File: src/rtl/imem_boot_loader_pkg.sv
// Shared definitions for the boot loader: FSM encoding, frame field widths,
// the default sync marker and the word-to-byte-address helper.
package imem_boot_loader_pkg;

  typedef enum logic [2:0] {
    ST_WAIT_SYNC = 3'd0,
    ST_LEN_LO    = 3'd1,
    ST_LEN_HI    = 3'd2,
    ST_DATA      = 3'd3,
    ST_CSUM      = 3'd4,
    ST_DONE      = 3'd5,
    ST_ERROR     = 3'd6
  } state_t;

  localparam logic [7:0] SYNC_DEFAULT = 8'hA5;
  localparam int BYTE_W = 8;
  localparam int WORD_W = 32;
  localparam int LEN_W  = 16;

  // Instruction memory is byte addressed; each word occupies four bytes.
  function automatic logic [31:0] word_addr(input logic [31:0] idx);
    return idx << 2;
  endfunction

endpackage

File: src/rtl/imem_boot_loader_word_packer.sv
// Packs incoming bytes MSB first into 32-bit words. word_done flags the
// cycle the 4th byte is taken; word/word_valid present the finished word on
// the following cycle. clear drops any partially collected word.
module imem_boot_loader_word_packer
  import imem_boot_loader_pkg::*;
(
  input  logic              clk,
  input  logic              reset,
  input  logic              clear,
  input  logic [BYTE_W-1:0] byte_data,
  input  logic              byte_valid,
  output logic [WORD_W-1:0] word,
  output logic              word_valid,
  output logic              word_done
);

  logic [1:0]               byte_cnt;
  logic [WORD_W-BYTE_W-1:0] shift;

  assign word_done = byte_valid && (byte_cnt == 2'd3);

  // Byte shift-in, byte counter and one-cycle word pulse.
  always_ff @(posedge clk) begin
    if (reset) begin
      byte_cnt   <= 2'd0;
      shift      <= '0;
      word       <= '0;
      word_valid <= 1'b0;
    end else if (clear) begin
      byte_cnt   <= 2'd0;
      shift      <= '0;
      word_valid <= 1'b0;
    end else begin
      word_valid <= word_done;
      if (byte_valid) begin
        byte_cnt <= byte_cnt + 2'd1;
        if (word_done) begin
          word <= {shift, byte_data};
        end else begin
          shift <= {shift[WORD_W-2*BYTE_W-1:0], byte_data};
        end
      end
    end
  end

endmodule

File: src/rtl/imem_boot_loader.sv
// Receives a framed program image over a valid/ready byte stream, writes it
// into instruction memory one word at a time and keeps the core in reset
// until the whole image has arrived with a matching checksum.
// Handshake: a byte transfers on a rising edge where in_valid and in_ready
// are both 1; in_ready depends only on state (0 in DONE and ERROR).
module imem_boot_loader
  import imem_boot_loader_pkg::*;
#(
  parameter int         IMEM_WORDS     = 256,
  parameter logic [7:0] SYNC_BYTE      = SYNC_DEFAULT,
  parameter int         TIMEOUT_CYCLES = 100000
) (
  input  logic        clk,
  input  logic        reset,
  input  logic [7:0]  in_data,
  input  logic        in_valid,
  output logic        in_ready,
  input  logic        start,
  output logic        imem_we,
  output logic [31:0] imem_addr,
  output logic [31:0] imem_wdata,
  output logic        cpu_reset,
  output logic        cpu_enable,
  output logic        done,
  output logic        error,
  output logic [2:0]  dbg_state
);

  localparam int IDX_W = $clog2(IMEM_WORDS) + 1;
  localparam int TMO_W = $clog2(TIMEOUT_CYCLES + 1);
  localparam logic [LEN_W-1:0] MAX_LEN  = LEN_W'(IMEM_WORDS);
  localparam logic [TMO_W-1:0] TMO_LAST = TMO_W'(TIMEOUT_CYCLES - 1);

  state_t             state, state_next;
  logic               accept, in_frame, timeout_hit, restart;
  logic               pack_valid, pack_clear, word_done, last_word;
  logic [LEN_W-1:0]   len, hdr_len;
  logic [IDX_W-1:0]   word_idx;
  logic [7:0]         csum;
  logic [TMO_W-1:0]   tcnt;

  assign in_ready    = (state != ST_DONE) && (state != ST_ERROR);
  assign accept      = in_valid && in_ready;
  assign in_frame    = (state == ST_LEN_LO) || (state == ST_LEN_HI) ||
                       (state == ST_DATA)   || (state == ST_CSUM);
  // A byte arriving on the expiry cycle keeps the frame alive.
  assign timeout_hit = in_frame && !accept && (tcnt == TMO_LAST);
  assign restart     = start && !in_ready;
  assign hdr_len     = {in_data, len[7:0]};
  assign last_word   = (LEN_W'(word_idx) + LEN_W'(1)) == len;
  assign pack_valid  = accept && (state == ST_DATA);
  assign pack_clear  = (state != ST_DATA);
  assign dbg_state   = state;

  imem_boot_loader_word_packer u_packer (
    .clk        (clk),
    .reset      (reset),
    .clear      (pack_clear),
    .byte_data  (in_data),
    .byte_valid (pack_valid),
    .word       (imem_wdata),
    .word_valid (imem_we),
    .word_done  (word_done)
  );

  // State register.
  always_ff @(posedge clk) begin
    if (reset) state <= ST_WAIT_SYNC;
    else       state <= state_next;
  end

  // Frame sequencing: next state from the accepted byte, start and timeout.
  always_comb begin
    state_next = state;
    case (state)
      ST_WAIT_SYNC: if (accept && (in_data == SYNC_BYTE)) state_next = ST_LEN_LO;
      ST_LEN_LO:    if (accept) state_next = ST_LEN_HI;
      ST_LEN_HI: begin
        if (accept) begin
          if (hdr_len == '0)          state_next = ST_CSUM;
          else if (hdr_len > MAX_LEN) state_next = ST_ERROR;
          else                        state_next = ST_DATA;
        end
      end
      ST_DATA:      if (word_done && last_word) state_next = ST_CSUM;
      ST_CSUM:      if (accept) state_next = (in_data == csum) ? ST_DONE : ST_ERROR;
      ST_DONE,
      ST_ERROR:     if (restart) state_next = ST_WAIT_SYNC;
      default:      state_next = ST_WAIT_SYNC;
    endcase
    if (timeout_hit) state_next = ST_ERROR;
  end

  // Length capture, word index, checksum and write address.
  always_ff @(posedge clk) begin
    if (reset) begin
      len       <= '0;
      word_idx  <= '0;
      csum      <= '0;
      imem_addr <= '0;
    end else if (restart || (state == ST_WAIT_SYNC)) begin
      len      <= '0;
      word_idx <= '0;
      csum     <= '0;
    end else if (accept) begin
      case (state)
        ST_LEN_LO: len[7:0]  <= in_data;
        ST_LEN_HI: len[15:8] <= in_data;
        ST_DATA: begin
          csum <= csum ^ in_data;
          if (word_done) begin
            imem_addr <= word_addr(32'(word_idx));
            word_idx  <= word_idx + 1'b1;
          end
        end
        default: ;
      endcase
    end
  end

  // Inter-byte idle counter, only running while inside a frame.
  always_ff @(posedge clk) begin
    if (reset || !in_frame || accept) tcnt <= '0;
    else                              tcnt <= tcnt + 1'b1;
  end

  // Registered core control and status, following the state being entered.
  always_ff @(posedge clk) begin
    if (reset) begin
      cpu_reset  <= 1'b1;
      cpu_enable <= 1'b0;
      done       <= 1'b0;
      error      <= 1'b0;
    end else begin
      cpu_reset  <= (state_next != ST_DONE);
      cpu_enable <= (state_next == ST_DONE);
      done       <= (state_next == ST_DONE);
      error      <= (state_next == ST_ERROR);
    end
  end

endmodule

File: config.mk
export PLATFORM = sky130hd
export DESIGN_NAME = imem_boot_loader
export DESIGN_NICKNAME = d
export VERILOG_FILES = /design/src/rtl/imem_boot_loader_pkg.sv /design/src/rtl/imem_boot_loader_word_packer.sv /design/src/rtl/imem_boot_loader.sv
export SDC_FILE = /design/constraint.sdc
export NUM_CORES = 1
export LEC_CHECK = 0
export CORE_ASPECT_RATIO = 0.7
export CORE_MARGIN = 2
export CORE_UTILIZATION = 58
export DETAILED_ROUTE_END_ITERATION = 8
export PLACE_DENSITY = 0.85
export SLEW_MARGIN = 15
export SYNTH_ARGS = -nofsm -noshare
export SYNTH_HDL_FRONTEND = slang
export SYNTH_SLANG_ARGS = --single-unit
File: constraint.sdc
create_clock -name clk -period 6.5 [get_ports clk]
set_input_delay 0.65 -clock clk [delete_from_list [all_inputs] [get_ports clk]]
set_output_delay 0.65 -clock clk [all_outputs]
set_load 0.01 [all_outputs]
=== Yosys cells after proc, flatten, opt, wreduce, memory -nomap -nowiden ===
Index checks and enable logic that the tools add are counted.

* Flip-flop bits (word level): 124
* Bits of input ports: 12
* Output and inout bits: 73
* Word-level logic and storage cells: 81

* Add/subtract/negate cells: 4
* Magnitude comparators: 1
* Eq/ne operators: 17
* Multiplexer cells: 11
* Bitwise gates (word level): 4
* Reductions and logical operators: 30

{| class="wikitable"
|+ Operators by type and width
! kind !! count
|-
| 3-bit two-way mux || 9
|-
| 3-bit case mux with 6 select lines || 1
|-
| 17-bit by 1-bit adder with 17-bit output (second input constant) || 1
|-
| 17-bit == test (second input constant) || 1
|-
| 10-bit by 16-bit == test with 1-bit output || 1
|-
| 16-bit by 9-bit greater-than comparator with 1-bit output (second input constant) || 1
|-
| 16-bit zero test || 1
|-
| 3-bit == test (second input constant) || 5
|-
| 9-bit by 1-bit adder with 10-bit output (second input constant) || 1
|-
| 9-bit by 1-bit adder with 9-bit output (second input constant) || 1
|-
| 1-bit logical AND || 9
|-
| 3-bit inequality test (second input constant) || 3
|-
| 8-bit == test || 1
|-
| 8-bit == test (second input constant) || 1
|-
| 2-bit AND reduction || 4
|-
| 8-bit XOR || 1
|-
| 3-bit by 2-bit == test with 1-bit output (second input constant) || 2
|-
| 1-bit logical OR || 6
|-
| 3-bit AND reduction || 2
|-
| 2-bit OR reduction || 3
|-
| 4-bit AND reduction || 1
|-
| 3-bit by 1-bit == test with 1-bit output (second input constant) || 1
|-
| 1-bit zero test || 3
|-
| 3-bit zero test || 1
|-
| 5 further kinds || 7
|}

=== Logic depth before layout (Yosys ltp) ===
* Depth in word-level cells: 10
* Mapped depth: 8
* Depth with buffers taken out: 8

=== By module ===
From an unflattened synthesis, not the netlist that was laid out.

* Cell total of the unflattened synthesis: 673
* Area total of the unflattened synthesis: 5609.1 µm²

{| class="wikitable"
|+ Modules (own cells, without submodules)
! module !! times used !! cells each !! area an instance (µm²) !! sequential area each (µm²)
|-
| imem_boot_loader || 1 || 412 || 3335.7 || 1301.2
|-
| imem_boot_loader_word_packer || 1 || 261 || 2273.4 || 1181.1
|}

=== Least setup slack after synthesis ===
OpenSTA, ideal clock, no wires.

* Path kind: in2reg
* Start point: in in_data[4]
* End point: reg cpu_reset
* Library setup time: 0.120 ns
* Data arrival time: 2.176 ns
* Data required time: 6.380 ns
* Slack: 4.205 ns
* Cell stages on the path: 8
* Path buffers: 1
* Path through: buf_6 -> or4_4 -> or3_1 -> o21ai_1 -> a32oi_1 -> nand2_1 -> a22oi_2 -> a211o_1

* Cells in the longest elaborated chain, start to end: 7
* Elaborated cells between the ends (all ways): 14
* Classes of those cells: order compare: 1; eq/ne: 3; mux: 8; reduce/logical: 2

{| class="wikitable"
|+ RTL lines
! item !! line !! RTL
|-
| start: declaration || imem_boot_loader.sv:15 || <nowiki>input logic [7:0] in_data,</nowiki>
|-
| 16-bit by 9-bit greater-than comparator with 1-bit output || imem_boot_loader.sv:81 || <nowiki>else if (hdr_len > MAX_LEN) state_next = ST_ERROR;</nowiki>
|-
| 3-bit two-way mux || imem_boot_loader.sv:81 ||
|-
| 3-bit two-way mux || imem_boot_loader.sv:80 || <nowiki>if (hdr_len == '0) state_next = ST_CSUM;</nowiki>
|-
| 3-bit two-way mux || imem_boot_loader.sv:79 || <nowiki>if (accept) begin</nowiki>
|-
| 3-bit case mux with 6 select lines * || imem_boot_loader.sv:75 || <nowiki>case (state)</nowiki>
|-
| 3-bit two-way mux * || imem_boot_loader.sv:91 || <nowiki>if (timeout_hit) state_next = ST_ERROR;</nowiki>
|-
| 3-bit inequality test * || imem_boot_loader.sv:135 || <nowiki>cpu_reset <= (state_next != ST_DONE);</nowiki>
|-
| end signal: assignment || imem_boot_loader.sv:135 ||
|-
| end: declaration || imem_boot_loader.sv:22 || <nowiki>output logic cpu_reset,</nowiki>
|}

Every way passes the cells marked *; elsewhere a longest branch is shown, timed or not.
A chain may end at the register's enable or synchronous reset.

=== Worst setup path after layout ===
* Start point: in in_valid
* End point: reg word_idx[4]

* Cells in the longest elaborated chain, start to end: 4

{| class="wikitable"
|+ RTL lines
! item !! line !! RTL
|-
| start: declaration || imem_boot_loader.sv:16 || <nowiki>input logic in_valid,</nowiki>
|-
| 1-bit logical AND * || imem_boot_loader.sv:43 || <nowiki>assign accept = in_valid && in_ready;</nowiki>
|-
| 1-bit logical AND || imem_boot_loader.sv:51 || <nowiki>assign pack_valid = accept && (state == ST_DATA);</nowiki>
|-
| 1-bit logical AND || imem_boot_loader_word_packer.sv:20 || <nowiki>assign word_done = byte_valid && (byte_cnt == 2'd3);</nowiki>
|-
| 3-bit AND reduction (no line) * || n/a ||
|-
| end signal: assignment || imem_boot_loader.sv:113 || <nowiki>word_idx <= word_idx + 1'b1;</nowiki>
|-
| end: declaration || imem_boot_loader.sv:38 || <nowiki>logic [IDX_W-1:0] word_idx;</nowiki>
|}

Marks and branches as above.

==> metrics.md <==
| Metric | Value |
|---|---|
| Status | finished clean |
| Clock Skew | between 0.005 and 0.006 ns |
| Post-route antenna net violation count | 0 |
| Overall die area | 10040 sq um |
| FP Rows | 29 |
| Total power per unit cell area | 272.0 nW/um^2 |
| GR met3 Demand/Resource | 7.473% |
| Horiz. Die Dim | approximately 120 um |
| Async S/R FF share, synth | 0% |
| Number of buffer cells added on primary ports | 61 |
| Cell count after synthesis | 669 |
| Type of destination of the critical path | flop |
| Maximum capacitance violations | 0 |
| Count of flip-flops with a built-in enable after synthesis | 0 |
| Std-Cell Core Area | around 9000 sq um |
| Minimum setup slack after placement | 3.254 ns |
| Leakage | about 2.1 nW |
| Clock H-tree levels | 4 |
| Reg-to-Reg Start | word_idx[0] |
| First-pass iteration count of the detailed router | 5 |
| Max IR drop VDD | approximately 0.30 mV |
| Placer congestion estimate | 0.8947 |
| Clock transition at the register clock pins on the worst setup and hold paths after CTS | 0.06 ns |
| Wire length of the first global-routing pass | 20590 um |
| Hold/Removal Path Class | flop to flop |
| Number of antenna violations at the first check in global routing | 0 |
| Final setup slack of the worst path | 3.651 ns |
| Starting utilization of the core area | 59.33% |
| Die height | 84.43 um |
| Register-to-register path setup slack | 3.88 ns |
| Proportion of synthesized chip area in sequential cells | a little under half |
| Post-CTS Hold Fix Bufs | 0 |
| Cts repair resizes | 0 |
| Synthesized flop and latch total | 124 |
| # DRC | 0 |
| Post-detailed-placement half-perimeter wirelength | around 8400 um |
| Leftover overflow at the end of global routing | 0 |
| Inserted Clock Buffers | 17 |
| Worst hold path stage count | 2 |
| Ys flop type | dfxtp_1 |
| Terminating pin of the worst hold path | imem_addr[4] |
| Maximum fanout encountered on the critical timing path | 28 |
| Vias post-DR | 4668 |
| Met1 Track Usage GR | about a third |
| Actual transition at the worst max-transition pin | 1.032 ns |
| Minimum hold slack | 0.4516 ns |
| Clk root buf | clkbuf_16 |
| Path depth of the worst reg2reg path | 8 |
| Layer carrying the most global-route usage | met2 |
| Fmax | 351.0 MHz |
| TritonCTS clock tree | done |
| Total routing usage reported by global routing | 25.96% |
| Met2 usage | 41.07% |
| Crit path DAT | ~3.2 ns |
| Largest net degree at the start of global routing | 50 |
| Fin Setup TNS | 0 ns |
| Layout cells sized above 1 | 7.222% |
| Class of the most critical setup path | input pin to flop |
| Final WL | between 10000 and 15000 um |
| Fin nets | 723 |
| Num Clock Sinks | roughly 120 |
| Slew Limit Fails | 0 |
| Synth unique cells | 56 |
| Slew margin rel. | between 30% and 40% |
| Number of buffers on the longest clock path | 2 |
| Category of the worst setup path launch point | input pin |
| Clk_lat worst skew | 0.42 ns |
| Post-CTS Setup Repair Bufs | 0 |
| Final Util | 71.67% |
| Minimum clock period after layout | 2.849 ns |
| Routed wirelength normalized by instance count | 15.10 um |
| Number of global-route vias before repair | about 4200 |
| Cell area after synthesis | 5360 sq um |
| Antenna diode count | 0 |
| Routed via count divided by cell count | 5.531 |
| Unrepaired setup endpoints after global routing | false |
| Number of warnings issued by yosys | 0 |
| Critical path data required time | around 6.8 ns |
| Final hold violation count | 0 |
| Source of the worst hold timing path | imem_addr[4] |
| Initial drt markers | about 420 |
| Top-level I/O count | 85 |
| Reg-to-reg critical path endpoint | dbg_state[1] |
| Post-synthesis to final-layout area growth | 20.80% |
| Syn Area/Cell | 8.012 sq um |
| Setup-violating endpoint count in the final report | 0 |
| Crit share post-route | between 40% and 50% |
cell type report:
type                       count  area [sq um]
inverter                       7         26.28
tap                          124         155.1
clock buffer                  21         470.5
timing repair buffer          65         635.6
clock inverter                10         138.9
fill                         664          2560
multi-input combinational    493          2566
sequential                   124          2482
synthesized netlist by cell type, types with 2 or more instances:
cell type / count / share of area (%)
nand2_1: 191 / 13
xnor2_1: 21 / 3.4
mux2i_1: 2 / 0.37
buf_2: 4 / 0.37
buf_4: 25 / 3.5
dfxtp_1: 124 / 46
clkbuf_1: 30 / 2.1
inv_1: 7 / 0.49
a31oi_1: 2 / 0.23
and2_1: 2 / 0.23
nor4b_1: 2 / 0.33
and3_1: 2 / 0.23
o22ai_1: 2 / 0.23
o21ai_0: 5 / 0.47
nor3_1: 8 / 0.75
nand2b_1: 4 / 0.47
nor4_1: 5 / 0.58
ha_1: 3 / 0.70
nor2_1: 47 / 3.3
a211o_1: 2 / 0.33
nand4_1: 7 / 0.82
nor4_2: 2 / 0.47
buf_1: 5 / 0.35
or2_2: 2 / 0.23
or3_1: 6 / 0.70
a21oi_1: 88 / 8.2
nand3_1: 12 / 1.1
xor2_1: 29 / 4.7
buf_6: 3 / 0.63
worst max-delay path: stages:
cell and delay (ns):
clkdlybuf4s50_1 0.71, nand2_1 0.24, nor2_4 0.24, and2_1 0.57, buf_4 0.42, nand2_1 0.10, xor2_1 0.15, nor2_1 0.05
sequential cells by signal, indices dropped and copies added (netlist names):
| name | cells |
|---|---|
| cpu_reset | 1 |
| csum | 8 |
| dbg_state | 3 |
| done | 1 |
| error | 1 |
| imem_addr | 9 |
| len | 16 |
| tcnt | 17 |
| u_packer.byte_cnt | 2 |
| u_packer.shift | 24 |
| u_packer.word | 32 |
| u_packer.word_valid | 1 |
| word_idx | 9 |
where the power goes:
part / switching (mW) / internal [mW] / total, mW
registers: 0.0000992 / 0.760 / 0.761
logic: 0.0236 / 0.00927 / 0.0328
clock network: 0.337 / 0.631 / 0.968
total: 0.361 / 1.40 / 1.76
worst max-delay path by stage:
stage	startpoint	endpoint	slack, ns
6_report	in_valid	word_idx[4]	3.65
5_1_grt	in_valid	word_idx[2]	3.43
4_1_cts	in_valid	word_idx[4]	3.69
3_5_place_dp	in_valid	word_idx[4]	3.25
3_3_place_gp	in_valid	word_idx[4]	3.39
2_1_floorplan	in_data[4]	cpu_reset	4.20
placed cells by master, fill, tap and decap left out, types with 3 or more instances in the layout:
cell type	n
buf_4	4
clkinv_2	3
dfxtp_1	124
clkdlybuf4s50_1	60
clkbuf_8	3
nand2b_1	4
xnor2_1	21
nor3_1	7
a21oi_1	88
clkbuf_16	17
conb_1	23
or3_1	6
ha_1	3
nand2_1	191
bufinv_16	3
nor2_1	47
xor2_1	29
nor4_1	5
nand4_1	7
inv_1	7
o21ai_0	5
nand3_1	12
logic make-up after synthesis:
logic type	synth area share, %
simple gates	25.16
flops	46.31
compound gates	11.76
buf+inv	7.446
xor+xnor	8.170
fa+ha+maj	0.7004
mux	0.3735
other cells	0.06996
metrics by stage:
step	cell area, sq um	power (mW)	std cells
floorplan	5443	0.8072	691
global placement	5866	0.8085	813
detailed placement	5866	0.8086	813
global route	6475	1.809	844
finish	6475	1.761	844
CTS	6475	1.771	844
layer usage:
layer  vias up  part of all wire (%)
met1      2191                    44
met3        29                   8.4
met4         0                   1.7
li1       2234                     -
met5         -                     0
met2       214                    46
Note: power is estimated with default switching activity, not from simulation.
